## config.mk

```make
export PLATFORM = sky130hd
export DESIGN_NAME = array_26_ctrl
export DESIGN_NICKNAME = d
export VERILOG_FILES = /design/src/rtl/array_26_pkg.sv /design/src/rtl/array_26_rsp_q.sv /design/src/rtl/array_26_ctrl.sv
export SDC_FILE = /design/constraint.sdc
export NUM_CORES = 1
export LEC_CHECK = 0
export BUFFER_PORTS_ARGS = -buffer_cell sky130_fd_sc_hd__buf_2
export CAP_MARGIN = 30
export CORE_AREA = 8 8 193 195
export DETAILED_ROUTE_END_ITERATION = 10
export DIE_AREA = 0 0 201 203
export PLACE_DENSITY = 0.63
export SYNTH_ARGS = -nofsm -noshare
export SYNTH_HDL_FRONTEND = slang
export SYNTH_SLANG_ARGS = --single-unit
```

## constraint.sdc

```tcl
create_clock -name clock -period 8.5 [get_ports clock]
set_clock_uncertainty 0.05 [all_clocks]
set_input_delay 0.85 -clock clock [delete_from_list [all_inputs] [get_ports clock]]
set_output_delay 0.85 -clock clock [all_outputs]
set_load 0.01 [all_outputs]
```

## src/rtl/array_26_pkg.sv

```systemverilog
// Shared constants and types for the array_26 request front-end.
// Optional build macro: ARRAY_26_CTRL_INIT_EN (zero-fill sweep after reset).
package array_26_pkg;

    localparam int unsigned ADDR_W    = 12;
    localparam int unsigned LANES     = 16;
    localparam int unsigned LANE_W    = 7;
    localparam int unsigned DATA_W    = LANES * LANE_W;
    localparam int unsigned DEPTH     = 4096;
    localparam int unsigned RSP_DEPTH = 2;
    localparam int unsigned CNT_W     = $clog2(RSP_DEPTH + 1);

    typedef enum logic {
        StInit,
        StRun
    } init_state_e;

endpackage

```

## src/rtl/array_26_rsp_q.sv

```systemverilog
// Small FIFO holding read responses so macro read data never has to be held.
module array_26_rsp_q #(
    parameter int unsigned Depth = 2,
    parameter int unsigned Width = 112,
    parameter int unsigned CntW  = $clog2(Depth + 1)
) (
    input  logic             clock,
    input  logic             reset,
    input  logic             push,
    input  logic [Width-1:0] wdata,
    input  logic             pop,
    output logic [Width-1:0] rdata,
    output logic             valid,
    output logic [CntW-1:0]  count
);

    localparam int unsigned PtrW = (Depth > 1) ? $clog2(Depth) : 1;

    logic [Width-1:0] mem_q [Depth];
    logic [PtrW-1:0]  wr_ptr_q, wr_ptr_d;
    logic [PtrW-1:0]  rd_ptr_q, rd_ptr_d;
    logic [CntW-1:0]  count_q, count_d;
    logic             do_push, do_pop;

    function automatic logic [PtrW-1:0] ptr_inc(input logic [PtrW-1:0] p);
        return (p == PtrW'(Depth - 1)) ? '0 : p + 1'b1;
    endfunction

    assign do_pop  = pop && (count_q != '0);
    assign do_push = push && ((count_q != CntW'(Depth)) || do_pop);

    // Pointer and occupancy next-state
    always_comb begin
        wr_ptr_d = wr_ptr_q;
        rd_ptr_d = rd_ptr_q;
        count_d  = count_q + CntW'(do_push) - CntW'(do_pop);
        if (do_push) begin
            wr_ptr_d = ptr_inc(wr_ptr_q);
        end
        if (do_pop) begin
            rd_ptr_d = ptr_inc(rd_ptr_q);
        end
    end

    // Control state with synchronous active-low reset
    always_ff @(posedge clock) begin
        if (!reset) begin
            wr_ptr_q <= '0;
            rd_ptr_q <= '0;
            count_q  <= '0;
        end else begin
            wr_ptr_q <= wr_ptr_d;
            rd_ptr_q <= rd_ptr_d;
            count_q  <= count_d;
        end
    end

    // Payload storage; contents are meaningless while the slot is empty
    always_ff @(posedge clock) begin
        if (do_push) begin
            mem_q[wr_ptr_q] <= wdata;
        end
    end

    assign rdata = mem_q[rd_ptr_q];
    assign valid = (count_q != '0);
    assign count = count_q;

endmodule

```

## src/rtl/array_26_ctrl.sv

```systemverilog
// Request front-end for the 4096 x 112-bit lane-masked single-port array macro.
// Optional build macro: ARRAY_26_CTRL_INIT_EN adds a zero-fill sweep after reset.
module array_26_ctrl
    import array_26_pkg::*;
(
    input  logic              clock,
    input  logic              reset,
    input  logic              req_valid,
    output logic              req_ready,
    input  logic              req_write,
    input  logic [ADDR_W-1:0] req_addr,
    input  logic [LANES-1:0]  req_mask,
    input  logic [DATA_W-1:0] req_data,
    output logic              rsp_valid,
    input  logic              rsp_ready,
    output logic [DATA_W-1:0] rsp_data,
    output logic              init_done,
    output logic              mem_en,
    output logic              mem_wmode,
    output logic [ADDR_W-1:0] mem_addr,
    output logic [LANES-1:0]  mem_wmask,
    output logic [DATA_W-1:0] mem_wdata,
    input  logic [DATA_W-1:0] mem_rdata
);

    logic              rd_pending_q;
    logic              init_done_q, init_done_d;
    logic              fire, pop, q_valid;
    logic [CNT_W-1:0]  q_count;
    logic [CNT_W:0]    used;
    logic              sweeping;
    logic [ADDR_W-1:0] sweep_addr;

`ifdef ARRAY_26_CTRL_INIT_EN
    init_state_e       state_q, state_d;
    logic [ADDR_W-1:0] sweep_q, sweep_d;

    // Sweep one address per cycle, leave INIT after the last one is written
    always_comb begin
        state_d = state_q;
        sweep_d = sweep_q;
        if (state_q == StInit) begin
            sweep_d = sweep_q + 1'b1;
            if (sweep_q == ADDR_W'(DEPTH - 1)) begin
                state_d = StRun;
            end
        end
    end

    // Init FSM state; reset restarts the sweep at address 0
    always_ff @(posedge clock) begin
        if (!reset) begin
            state_q <= StInit;
            sweep_q <= '0;
        end else begin
            state_q <= state_d;
            sweep_q <= sweep_d;
        end
    end

    assign sweeping    = reset && (state_q == StInit);
    assign sweep_addr  = sweep_q;
    assign init_done_d = (state_d == StRun);
`else
    assign sweeping    = 1'b0;
    assign sweep_addr  = '0;
    assign init_done_d = 1'b1;
`endif

    // Outputs are forced idle while reset is low, even before the reset edge
    assign init_done = reset && init_done_q;
    assign rsp_valid = reset && q_valid;
    assign pop       = rsp_valid && rsp_ready;

    // Credits: queued + in-flight reads, minus the one leaving this cycle
    assign used      = {1'b0, q_count} + (CNT_W + 1)'(rd_pending_q) - (CNT_W + 1)'(pop);
    assign req_ready = init_done && (used < (CNT_W + 1)'(RSP_DEPTH));
    assign fire      = req_valid && req_ready;

    // Macro port drive: sweep during init, otherwise the accepted request
    always_comb begin
        mem_en    = 1'b0;
        mem_wmode = 1'b0;
        mem_addr  = '0;
        mem_wmask = '0;
        mem_wdata = '0;
        if (sweeping) begin
            mem_en    = 1'b1;
            mem_wmode = 1'b1;
            mem_addr  = sweep_addr;
            mem_wmask = '1;
        end else if (fire) begin
            mem_en    = 1'b1;
            mem_wmode = req_write;
            mem_addr  = req_addr;
            mem_wmask = req_write ? req_mask : '0;
            mem_wdata = req_data;
        end
    end

    // Read-in-flight flag and init_done register
    always_ff @(posedge clock) begin
        if (!reset) begin
            rd_pending_q <= 1'b0;
            init_done_q  <= 1'b0;
        end else begin
            rd_pending_q <= fire && !req_write;
            init_done_q  <= init_done_d;
        end
    end

    array_26_rsp_q #(
        .Depth (RSP_DEPTH),
        .Width (DATA_W),
        .CntW  (CNT_W)
    ) u_rsp_q (
        .clock (clock),
        .reset (reset),
        .push  (rd_pending_q),
        .wdata (mem_rdata),
        .pop   (pop),
        .rdata (rsp_data),
        .valid (q_valid),
        .count (q_count)
    );

endmodule
```

* Word level (Yosys, flattened, before mapping)
Memories as Yosys holds them, arrays and structs flattened. A register that Yosys moved wholly into a read port is not among the register bits.
Cells that the tools add are included.
** Operators by class
- Shifts and indexed selects :: 0
- Bitwise operators :: 0
- Reductions and logical operators :: 11
- Multiplexer cells :: 13
- Multipliers :: 0
- Add/sub/neg operators :: 6
- Div/mod/pow operators :: 0
- Equal/unequal tests :: 1
- Order comparisons :: 1
** Operator list (count)
- 112-bit two-way mux :: 1
- 16-bit two-way mux :: 2
- 12-bit two-way mux :: 1
- 1-bit two-way mux :: 9
- 1-bit logical AND :: 8
- 2-bit by 1-bit adder with 3-bit output :: 1
- 3-bit by 2-bit less-than comparator with 1-bit output (second input constant) :: 1
- 3-bit by 1-bit subtractor with 3-bit output :: 1
- 1-bit adder (second input constant) :: 2
- 2-bit by 1-bit adder with 2-bit output :: 1
- 2-bit != test (second input constant) :: 1
- 2-bit nonzero test :: 1
- 2-bit by 1-bit subtractor with 2-bit output :: 1
- 1-bit logical NOT :: 1
- 1-bit logical OR :: 1
** Storage, ports and cells
- Input bits :: 257
- Memory bits (read-only) :: 0
- Latch bits :: 0
- Bits in registers :: 6
- Logic and storage cells :: 38
- Output and inout bits :: 257
- Bits in writable memories :: 224
- Memories :: 1
** Memories
- u_rsp_q.mem_q :: depth 2, width 112, rd ports 1, clocked after Yosys merged registers in 1, write ports 1, line array_26_rsp_q.sv:19 : logic [Width-1:0] mem_q [Depth];

* Depth between registers and ports, before layout
Gate-level depths: netlist of the first run.
- Depth after elaboration :: 8
- Depth in mapped cells :: 11
- Mapped depth without buffers :: 7

* Hierarchy
A second synthesis of the first run with hierarchy kept.
** Unflattened totals
- Cell total of the unflattened synthesis :: 567
- Area, all modules :: 9730.6 um^2
** Modules (own cells, without submodules)
- array_26_rsp_q :: area an instance 8348.0 um^2, instances 1, cells an instance 373, seq. area each 6826.5 um^2
- array_26_ctrl :: area an instance 1382.6 um^2, instances 1, cells an instance 194, seq. area each 40.0 um^2

* Worst setup path after synthesis of the first run
OpenSTA, ideal clock, no wires.
- Path type :: input port to flip-flop
- Start :: input port reset
- End :: memory u_rsp_q.mem_q[0][0], enable pin
- Buffers on the path :: 1
- Arrival :: 6.425 ns
- Setup slack :: 1.428 ns
- Stages on the path :: 4
- Data required time :: 7.853 ns
- Library setup time :: 0.597 ns
- Path through :: clkbuf_1 > nand2_1 > a31oi_1 > nor2b_1
** On the way
- Longest elaborated chain between the ends :: 7
** Ends and longest elaborated chain
- from (decl) :: line array_26_ctrl.sv:7 : input logic reset,
- 1-bit logical AND :: line array_26_ctrl.sv:72 : assign rsp_valid = reset && q_valid;
- 1-bit logical AND :: line array_26_ctrl.sv:73 : assign pop = rsp_valid && rsp_ready;
- 1-bit logical AND :: line array_26_rsp_q.sv:29 : assign do_pop = pop && (count_q != '0);
- 1-bit logical OR :: line array_26_rsp_q.sv:30 : assign do_push = push && ((count_q != CntW'(Depth)) || do_pop);
- 1-bit logical AND :: line array_26_rsp_q.sv:30
- 1-bit two-way mux :: line array_26_rsp_q.sv:60 : if (do_push) begin
- 1-bit two-way mux (not written as such) :: line array_26_rsp_q.sv:61 : mem_q[wr_ptr_q] <= wdata;
- to (decl) :: line array_26_rsp_q.sv:19
Every way passes these cells.

* Worst setup path after layout of the first run
- Start :: register u_rsp_q.count_q[1], in the netlist u_rsp_q.count[1]
- End :: output port mem_wdata[79]
** On the way
- Longest elaborated chain between the ends :: 8
- Elaborated cells on any way between the ends :: 9
- Those cells by class :: add/sub: 2; order compare: 1; mux: 1; reduce/logical: 5
** Ends and longest elaborated chain
- from (decl) :: line array_26_rsp_q.sv:22 : logic [CntW-1:0] count_q, count_d;
- from (signal assigned) :: line array_26_rsp_q.sv:54 : count_q <= count_d;
- parallel branches: the longest is 3 deep, another holds 2-bit by 1-bit adder with 3-bit output
- 3-bit by 1-bit subtractor with 3-bit output (*) :: line array_26_ctrl.sv:76 : assign used = {1'b0, q_count} + (CNT_W + 1)'(rd_pending_q) - (CNT_W + 1)'(pop);
- 3-bit by 2-bit less-than comparator with 1-bit output (*) :: line array_26_ctrl.sv:77 : assign req_ready = init_done && (used < (CNT_W + 1)'(RSP_DEPTH));
- 1-bit logical AND (*) :: line array_26_ctrl.sv:77
- 1-bit logical AND (*) :: line array_26_ctrl.sv:78 : assign fire = req_valid && req_ready;
- 112-bit two-way mux (*) :: line array_26_ctrl.sv:92 : end else if (fire) begin
- to (decl) :: line array_26_ctrl.sv:22 : output logic [DATA_W-1:0] mem_wdata,
Every way passes the cells marked *.

==> out/results.txt, run 1 <==
Register area share after synthesis: 72.58%
Mean Syn Cell Area: 17.36 µm²
Req. time, crit path: 7.60 ns
ANT nets after route: 0
DRT iter0 DRCs: 271
Crit path kind: reg -> out
Comb pwr share: 7.2%
RSZ-0062 raised after global routing: no
XOR/XNOR Fraction of Synth Area: 0.4497%
Post-CTS sizing: 0
Starting Density: 27.73%
Sw Share: 21.43%
Setup TNS: 0 ns
Fmax achieved: 235.5 MHz
Synth Area in Adders: 0.6084%
Clock Power Share: 43.8%
Final HPWL DP: 24600 µm
Final worst-path cycle share: 49.95%
Sw Pwr: 552.7 µW
Reg2reg start: u_rsp_q.count[0]
Tmin final: 4.246 ns
Final core utilization: 39.12%
Worst-path clk slew: 0.06 ns
Vias after detailed routing: 6445
CP top delay family: simple AND/OR/NAND/NOR gates
Total of max-cap violations: 0
Relative slew margins: 36.13%
TritonCTS clock tree: yes
Drt total wl: 31930 µm
Yosys synthesis warning count: 0
Slowest CP cell: dfxtp_1
CP Cell Sequence: o211a_1 > ha_1 > nand2b_1 > fa_1 > xnor2_2 > and4_4 > buf_16 > and2_1 > buf_2
Final hold vios: 0
Critical path's largest stage delay: 0.52 ns
Commonest non-fill, non-tap cells in the layout: 513 x buf_2, 224 x edfxtp_1, 130 x and2_1, 112 x mux2_2, 27 x clkbuf_16
Setup-failing EPs final: 0
Cell Area, Synth: 0.009460 mm²
Final Max Tran Viols: 0
Register bit total from synthesis: 231
CP max FO: 128
DIE HEIGHT: 203 µm
Startpoint types: register
Die X: 201 µm
Global route total overflow: 0
Gr usage total: 14.70%
Share of cells above drive strength 1: 62.43%
Crit path launch: u_rsp_q.count[1]
Cells after Synth: 545
Met1 Usage GRT: 16.52%
GR Util met2: 25.51%
Post-synthesis compound-gate area fraction: 0.3571%
First-pass GRT wire length: 45670 µm
GPL Wtd Cong: 0.9863
Syn nets: 806
Commonest non-fill, non-tap cell in the layout: buf_2
DIE AREA: 0.04080 mm²
Worst EP arrival: 3.35 ns
Vias in the first global route: 6962
Reg power frac: 49.0%
Hold buffers post-CTS: 0
Clock Latency Late Sink: 0.53 ns
Pre-Repair DR Iteration Count: 6
Pin count of the biggest net entering global routing: 144
Initial antenna violation count: 6
Core area: 0.03412 mm²
Clock tree root driver cell: clkbuf_16
Top cells by area, synth: edfxtp_1 71%, mux2_2 13%, and2_1 8.7%, dfxtp_1 1.5%, buf_6 1.2%
Cell row count: 68
Drt wl/cell: 20.79 µm
Sink count of the clock tree: 231
Status: complete, no violations
Fin nets: 1321
Setup bufs post-CTS: 0
Worst-margin pin slew: 0.9561 ns
H-tree depth: 1
Internal power: 2027 µW
Biggest area consumer among synthesized cells: edfxtp_1
M3 GR Usage: 5.929%
Deepest clock path buffer count: 3
Synth top area share: 71.10%
Post-synthesis mux area share: 13.44%
Hold Path Origin: mem_rdata[18]
I/O pin cnt: 514
IO Port Bufs: 513
CP bufs+invs: 2
Largest family of logic cells by synthesized area: multiplexers
Gr busiest metal: met2
Simple-gate share of the synthesized area: 10.28%
Area grow syn2layout: 41.09%
DRC viols: 0
Max IR drop VDD: 145.2 µV
Cts bufs inserted: 27
Min-Delay Path Class: in -> reg
Vias per inst: 4.196
PwrDens: 193.2 mW/mm²
Crit. End Element: primary output
Unique cell type count in the Yosys netlist: 25
Leakage power: 0.005766 µW
-- worst paths after layout --
path                                to  slack, ns  depth (start not counted)
hold reg to reg       u_rsp_q.wr_ptr_q       0.46                          2
hold / removal    u_rsp_q.mem_q[0][18]       0.44                          1
setup reg to reg  u_rsp_q.mem_q[1][38]       5.66                          4
setup / recovery         mem_wdata[79]       4.25                          9
-- per-stage QoR --
stage	setup slack (ns)	instance area [µm²]	hold WS [ns]	total power (µW)	std cells
2_1_floorplan	1.428	9460	0.4014	1360	545
3_3_place_gp	4.035	12440	0.4518	1469	1485
3_5_place_dp	3.991	12440	0.4652	1472	1485
4_1_cts	3.895	13310	0.4067	2619	1532
5_1_grt	4.055	13340	0.4154	2673	1533
6_report	4.254	13350	0.4407	2579	1536
-- cell usage after synthesis --
library cell and n:
and2_1 131, dfxtp_1 7, o21a_1 1, nor2b_1 1, xnor2_1 2, xor2_1 1
fa_1 1, a31oi_1 1, edfxtp_1 224, mux2i_1 1, buf_2 9, clkbuf_1 7
inv_1 3, xnor2_2 1, and3_1 17, nand2b_1 2, clkbuf_2 2, buf_1 3
and4_4 1, and3b_1 1, buf_6 10, mux2_2 112, o211a_1 2, ha_1 3
nand2_1 2
-- power groups by stage --
stage	Clock (µW)	Combinational, µW	Sequential (µW)
3_3_place_gp	0	182	1290
3_5_place_dp	0	185	1290
6_report	1130	185	1260
4_1_cts	1170	186	1260
5_1_grt	1210	201	1260
2_1_floorplan	0	74.4	1290
-- state kept, by name, summed over array words and instances, names as in the netlist, named ones only --
name and count:
rd_pending_q 1, u_rsp_q.rd_ptr_q 1, u_rsp_q.mem_q 224, init_done_q 1, u_rsp_q.count 2, u_rsp_q.wr_ptr_q 1
-- area by class of cell --
class                   count  area [µm²]
repair buffers            517        2630
diodes                      3       7.507
inverters                   3       11.26
flip-flops and latches    231        6870
multi-input cells         280        2387
well taps                 455       569.3
fillers                  3292       20770
clock buffers              30       686.9
clock inverters            17       185.2
-- routing by layer --
layer / part of all wire (%) / wire length, µm
met5: 0.16 / 51
met4: 2.6 / 832
met3: 9.8 / 3144
met2: 50 / 15980
met1: 37 / 11920
-- kinds of logic (layout without fill, tap and decap cells) --
kind of cell	after synthesis	after routing
multiplexers	113	113
AND/OR/NAND/NOR	155	155
buffers and inverters	34	567
other	0	3
adder cells (fa/ha/maj)	4	4
XOR/XNOR	4	4
flip-flops	231	231
AO/OA/AOI/OAI	4	4
No activity file was read; power rests on OpenSTA's default activity.
==> run 2, diff against run 1 <==
clock period = 4.3 ns   (was 8.5 ns; I/O delays follow)
==> run 2 against run 1 <==
Against the previous run:
- combinational power up 99%
- worst hold slack worse by 0.40 ns
- first-iteration DRC count up 21%
- core utilization down 0.077 points
- via count up 1.2%
- total power up 86%
- wire length down 4.2%
- clock-buffer cell count up 3
- sequential power up 98%
- die area unchanged
- sequential share of layout area up 0.10 points
- critical path type unchanged
- critical endpoint is now mem_wdata[54]
==> out/results.txt, run 2 (synthesis results as in run 1) <==
First-pass GRT wire length: 43850 µm (was 45670 µm)
FF-to-FF End: rd_pending_q (was u_rsp_q.mem_q[1][38])
Crit path launch: u_rsp_q.count[1] (unchanged)
Drt total wl: 30570 µm (was 31930 µm)
Fillers: 3246 (was 3292)
Area grow syn2layout: 40.81% (was 41.09%)
GPL Wtd Cong: 1.013 (was 0.9863)
RSZ-0062 raised after global routing: no (unchanged)
Max IR drop VDD: 246.5 µV (was 145.2 µV)
Hold path endpoint: u_rsp_q.mem_q[1][78] (was u_rsp_q.mem_q[0][18])
Vias per inst: 4.223 (was 4.196)
Worst-path clk slew: 0.06 ns (about the same)
Hold depth: 1 (unchanged)
Worst-margin pin slew: 0.7599 ns (was 0.9561 ns)
Die X: 201 µm (unchanged)
Largest Register: u_rsp_q.mem_q (unchanged)
TritonCTS clock tree: yes (unchanged)
Leakage power: 0.005744 µW (was 0.005766 µW)
Share of cells above drive strength 1: 61.97% (was 62.43%)
Pre-Repair DR Iteration Count: 4 (was 6)
Initial antenna violation count: 6 (unchanged)
Tmin final: 3.893 ns
Req. time, crit path: 3.82 ns (was 7.60 ns)
ANT nets after route: 0 (unchanged)
H-tree depth: 1 (unchanged)
Total of max-cap violations: 0 (unchanged)
Worst EP arrival: 3.41 ns (was 3.35 ns)
Cts bufs inserted: 25 (was 27)
Cell row count: 68 (unchanged)
Fin nets: 1328 (was 1321)
Deepest clock path buffer count: 3 (unchanged)
Final hold vios: 0 (unchanged)
Post-CTS sizing: 0 (unchanged)
FF/Latch Area: 0.006870 mm² (unchanged)
Commonest non-fill, non-tap cells in the layout: 513 x buf_2, 224 x edfxtp_1, 130 x and2_1, 112 x mux2_2, 25 x clkbuf_16 (was 513 x buf_2, 224 x edfxtp_1, 130 x and2_1, 112 x mux2_2, 27 x clkbuf_16)
Drt wl/cell: 19.79 µm (was 20.79 µm)
Starting Density: 27.73% (unchanged)
Hold buffers post-CTS: 3 (was 0)
Crit. End Element: primary output (unchanged)
Commonest non-fill, non-tap cell in the layout: buf_2 (unchanged)
FF-to-FF setup slack: 1.44 ns (was 5.66 ns)
Number of flip-flops under the largest register name: 224 (unchanged)
Status: complete, no violations (unchanged)
Hold_ws: 0.03642 ns (was 0.4407 ns)
Final HPWL DP: 23880 µm (was 24600 µm)
Relative slew margins: 49.23% (was 36.13%)
Hold Path Origin: mem_rdata[78] (was mem_rdata[18])
DIE HEIGHT: 203 µm (unchanged)
Gr usage total: 13.91% (was 14.70%)
Min-Delay Path Class: in -> reg (unchanged)
I/O pin cnt: 514 (unchanged)
CP max FO: 61 (was 128)
Worst r2r path cells: 8 (was 4)
Setup TNS: 0 ns (unchanged)
Area of the multi-input gates: 0.002387 mm² (unchanged)
Global route total overflow: 0 (unchanged)
DIE AREA: 0.04080 mm² (unchanged)
Crit path kind: reg -> out (unchanged)
Reg2reg start: u_rsp_q.count[1] (was u_rsp_q.count[0])
PwrDens: 359.5 mW/mm² (was 193.2 mW/mm²)
Clock tree root driver cell: clkbuf_16 (unchanged)
Setup bufs post-CTS: 0 (unchanged)
Sink count of the clock tree: 231 (unchanged)
Pin count of the biggest net entering global routing: 64 (was 144)
Vias after detailed routing: 6524 (was 6445)
Final worst-path cycle share: 90.54%
DRT iter0 DRCs: 328 (was 271)
Startpoint types: register (unchanged)
Setup-failing EPs final: 0 (unchanged)
IO Port Bufs: 513 (unchanged)
Final Max Tran Viols: 0 (unchanged)
Core area: 0.03412 mm² (unchanged)
DRC viols: 0 (unchanged)
Clock Latency Late Sink: 0.52 ns (was 0.53 ns)
Fmax achieved: 256.9 MHz
Vias in the first global route: 7071 (was 6962)
==> run 2: changes by cell type in the layout (fill, tap and decap cells not counted), sizes merged <==
cell,delta
inv,-3
buf,+6
clkbuf,+3
diode,+1
clkinvlp,+1
dlygate4sd3,+3
clkinv,+1
bufinv,-3
==> run 2: per-layer routing <==
layer  track usage (%)  part of all wire (%)  wire (µm)  up-vias
li1                  -                     -          -     3059
met1             16.39                    38      11750     3068
met2             23.23                    48      14810      339
met3             4.973                   9.7       2955       54
met4             4.888                   3.4       1039        4
met5                 0                 0.075         23        -
==> run 2: critical path, cell delays in order (launching register included) <==
cell      delay, ns
dfxtp_1        0.52
o211a_1        0.21
ha_1           0.21
nand2b_1       0.16
fa_1           0.44
xnor2_2        0.16
and4_4         0.56
buf_12         0.26
and2_1         0.18
buf_2          0.15
==> run 2: power by group <==
group	switching, µW	internal [µW]
logic	181	186
clock network	846	1080
registers	9.10	2490
==> run 2: layout make-up <==
type	count	share of cell area, %
clock inverter	13	0.6199
inverter	3	0.08453
multi-input combinational	280	17.92
tap	455	4.274
clock buffer	33	4.922
sequential	231	51.57
antenna	4	0.07514
timing repair buffer	526	20.53
==> run 2: worst max path at each step <==
stage | endpoint | cells past startpoint | slack (ns)
after floorplan | u_rsp_q.mem_q[1][0] | 4 | 0.10
after global placement | mem_wdata[54] | 10 | 0.89
after detailed placement | mem_wdata[54] | 10 | 0.86
after CTS | mem_wdata[54] | 9 | 0.35
after global routing | mem_wdata[54] | 9 | 0.14
final | mem_wdata[54] | 9 | 0.41
==> run 2: metrics by stage <==
stage	total power [µW]	utilization [%]	area, µm²	instances	worst slack (ns)
after CTS	4871	39.02	13310	1541	0.3538
after global placement	2905	36.76	12540	1492	0.8936
final	4789	39.05	13320	1545	0.4068
after global routing	4966	39.03	13320	1543	0.1445
after floorplan	2687	-	9468	545	0.1035
after detailed placement	2911	36.76	12540	1492	0.8563
==> run 3, diff against run 2 <==
HOLD_SLACK_MARGIN = 0.12   (was default)
==> run 3 against run 2 <==
Against the previous run:
- worst setup slack got worse by 0.073 ns
- sequential cell count unchanged
- design area increased by 8.2%
- critical path type is now in -> out
==> out/results.txt, run 3 (synthesis results as in run 1) <==
Internal power: 3818 µW (was 3753 µW)
Final HPWL DP: 23880 µm (unchanged)
Starting Density: 27.73% (unchanged)
Area grow syn2layout: 52.40% (was 40.81%)
Hold path endpoint: rd_pending_q (was u_rsp_q.mem_q[1][78])
DIE HEIGHT: 203 µm (unchanged)
I/O pin cnt: 514 (unchanged)
Min-Delay Path Class: in -> reg (unchanged)
Gr usage total: 14.39% (was 13.91%)
Core area: 0.03412 mm² (unchanged)
Crit path kind: in -> out (was reg -> out)
First-pass GRT wire length: 46040 µm (was 43850 µm)
Cell row count: 68 (unchanged)
Relative slew margins: 49.80% (was 49.23%)
Commonest non-fill, non-tap cells in the layout: 513 x buf_2, 224 x edfxtp_1, 130 x and2_1, 113 x dlygate4sd3_1, 112 x mux2_2 (was 513 x buf_2, 224 x edfxtp_1, 130 x and2_1, 112 x mux2_2, 25 x clkbuf_16)
Final Max Tran Viols: 0 (unchanged)
PwrDens: 337.9 mW/mm² (was 359.5 mW/mm²)
Vias per inst: 4.201 (was 4.223)
Tmin final: 3.966 ns (was 3.893 ns)
Drt wl/cell: 19.08 µm (was 19.79 µm)
Comb pwr share: 9.3% (was 7.7%)
FF-to-FF End: rd_pending_q (unchanged)
Clock Latency Late Sink: 0.52 ns (about the same)
Commonest non-fill, non-tap cell in the layout: buf_2 (unchanged)
Worst-path clk slew: 0.06 ns (about the same)
Hold_ws: 0.3086 ns (was 0.03642 ns)
Pre-Repair DR Iteration Count: 5 (was 4)
Setup TNS: 0 ns (unchanged)
Drt total wl: 31540 µm (was 30570 µm)
RSZ-0062 raised after global routing: no (unchanged)
Hold Path Origin: req_write (was mem_rdata[78])
Leakage power: 0.006203 µW (was 0.005744 µW)
Worst EP arrival: 3.49 ns (was 3.41 ns)
Share of cells above drive strength 1: 56.27% (was 61.97%)
Total of max-cap violations: 0 (unchanged)
Pin count of the biggest net entering global routing: 64 (unchanged)
TritonCTS clock tree: yes (unchanged)
Crit. End Element: primary output (unchanged)
Startpoint types: input pin (was register)
Status: complete, no violations (unchanged)
DRC viols: 0 (unchanged)
Vias in the first global route: 7681 (was 7071)
Worst-margin pin slew: 0.7530 ns (was 0.7599 ns)
Reg2reg start: u_rsp_q.count[1] (unchanged)
ANT nets after route: 0 (unchanged)
Clock Power Share: 39.5% (was 40.2%)
Req. time, crit path: 3.82 ns (about the same)
DIE AREA: 0.04080 mm² (unchanged)
Clock tree root driver cell: clkbuf_16 (unchanged)
Final hold vios: 0 (unchanged)
Number of flip-flops under the largest register name: 224 (unchanged)
Post-CTS sizing: 0 (unchanged)
Final worst-path cycle share: 92.24% (was 90.54%)
Global route total overflow: 0 (unchanged)
Cts bufs inserted: 25 (unchanged)
Setup-failing EPs final: 0 (unchanged)
Total power: 4871 µW (was 4789 µW)
Largest Register: u_rsp_q.mem_q (unchanged)
Reg power frac: 51.2% (was 52.1%)
Sw Pwr: 1053 µW (was 1036 µW)
Fin nets: 1438 (was 1328)
Initial antenna violation count: 5 (was 6)
CP max FO: 61 (unchanged)
Sink count of the clock tree: 231 (unchanged)
Sw Share: 21.62% (was 21.64%)
Deepest clock path buffer count: 3 (unchanged)
H-tree depth: 1 (unchanged)
Hold depth: 2 (was 1)
IO Port Bufs: 513 (unchanged)
Vias after detailed routing: 6944 (was 6524)
Max IR drop VDD: 244.7 µV (was 246.5 µV)
Fillers: 3141 (was 3246)
FF-to-FF setup slack: 1.45 ns (was 1.44 ns)
Die X: 201 µm (unchanged)
GPL Wtd Cong: 1.013 (unchanged)
Worst r2r path cells: 8 (unchanged)
DRT iter0 DRCs: 303 (was 328)
Fmax achieved: 252.1 MHz (was 256.9 MHz)
[run 3: cell types whose count changed in the layout (fill, tap and decap cells not counted), sizes merged]
cell         change
dlygate4sd3    +110
diode            -2
[run 3: how the worst max path moves through the flow]
stage	end	startpoint	slack, ns
3_5_place_dp	mem_wdata[54]	reset	0.86
5_1_grt	mem_wdata[54]	reset	0.10
6_report	mem_wdata[59]	reset	0.33
2_1_floorplan	u_rsp_q.mem_q[1][0]	reset	0.10
3_3_place_gp	mem_wdata[54]	reset	0.89
4_1_cts	mem_wdata[54]	reset	0.31
[run 3: repair_timing]
item                      CTS  global route
hold buffers              113             0
setup buffers               0             0
hold endpoints to repair  225             0
[run 3: metal layers]
metal  track usage [%]  part of all wire [%]  vias up
li1                  -                     -     3275
met3             5.260                   9.2       60
met5                 0                 0.044        -
met2             24.21                    49      323
met1             16.61                    38     3284
met4             5.388                   3.7        2
[run 3: power groups by stage]
stage / Combinational, µW / Sequential [µW] / Clock, µW
after floorplan: 147 / 2540 / 0
after global placement: 362 / 2540 / 0
after detailed placement: 368 / 2540 / 0
after CTS: 457 / 2500 / 2000
after global routing: 491 / 2500 / 2070
final: 453 / 2500 / 1920
[run 3: metrics by stage]
stage	instance area, µm²	utilization, %	std cells	worst slack (ns)
after floorplan	9468	-	545	0.1035
after global placement	12540	36.76	1492	0.8936
after detailed placement	12540	36.76	1492	0.8563
after CTS	14410	42.24	1651	0.3123
after global routing	14420	42.26	1653	0.1009
final	14420	42.26	1653	0.3337
[run 3: cell type report]
class / instances / area, µm² / share of cell area [%]
timing repair buffer: 636 / 3836 / 26.61
tap: 455 / 569.3 / 3.949
sequential: 231 / 6870 / 47.65
clock buffer: 33 / 655.6 / 4.547
multi-input combinational: 280 / 2387 / 16.56
antenna: 2 / 5.005 / 0.03471
inverter: 3 / 11.26 / 0.07810
clock inverter: 13 / 82.58 / 0.5728
[run 3: critical path: stages]
cell and delay (ns):
dlygate4sd3_1 0.52, buf_2 0.21, o211a_1 0.18, ha_1 0.21, nand2b_1 0.16, fa_1 0.44
xnor2_2 0.16, and4_4 0.56, buf_12 0.26, and2_1 0.16, buf_2 0.16
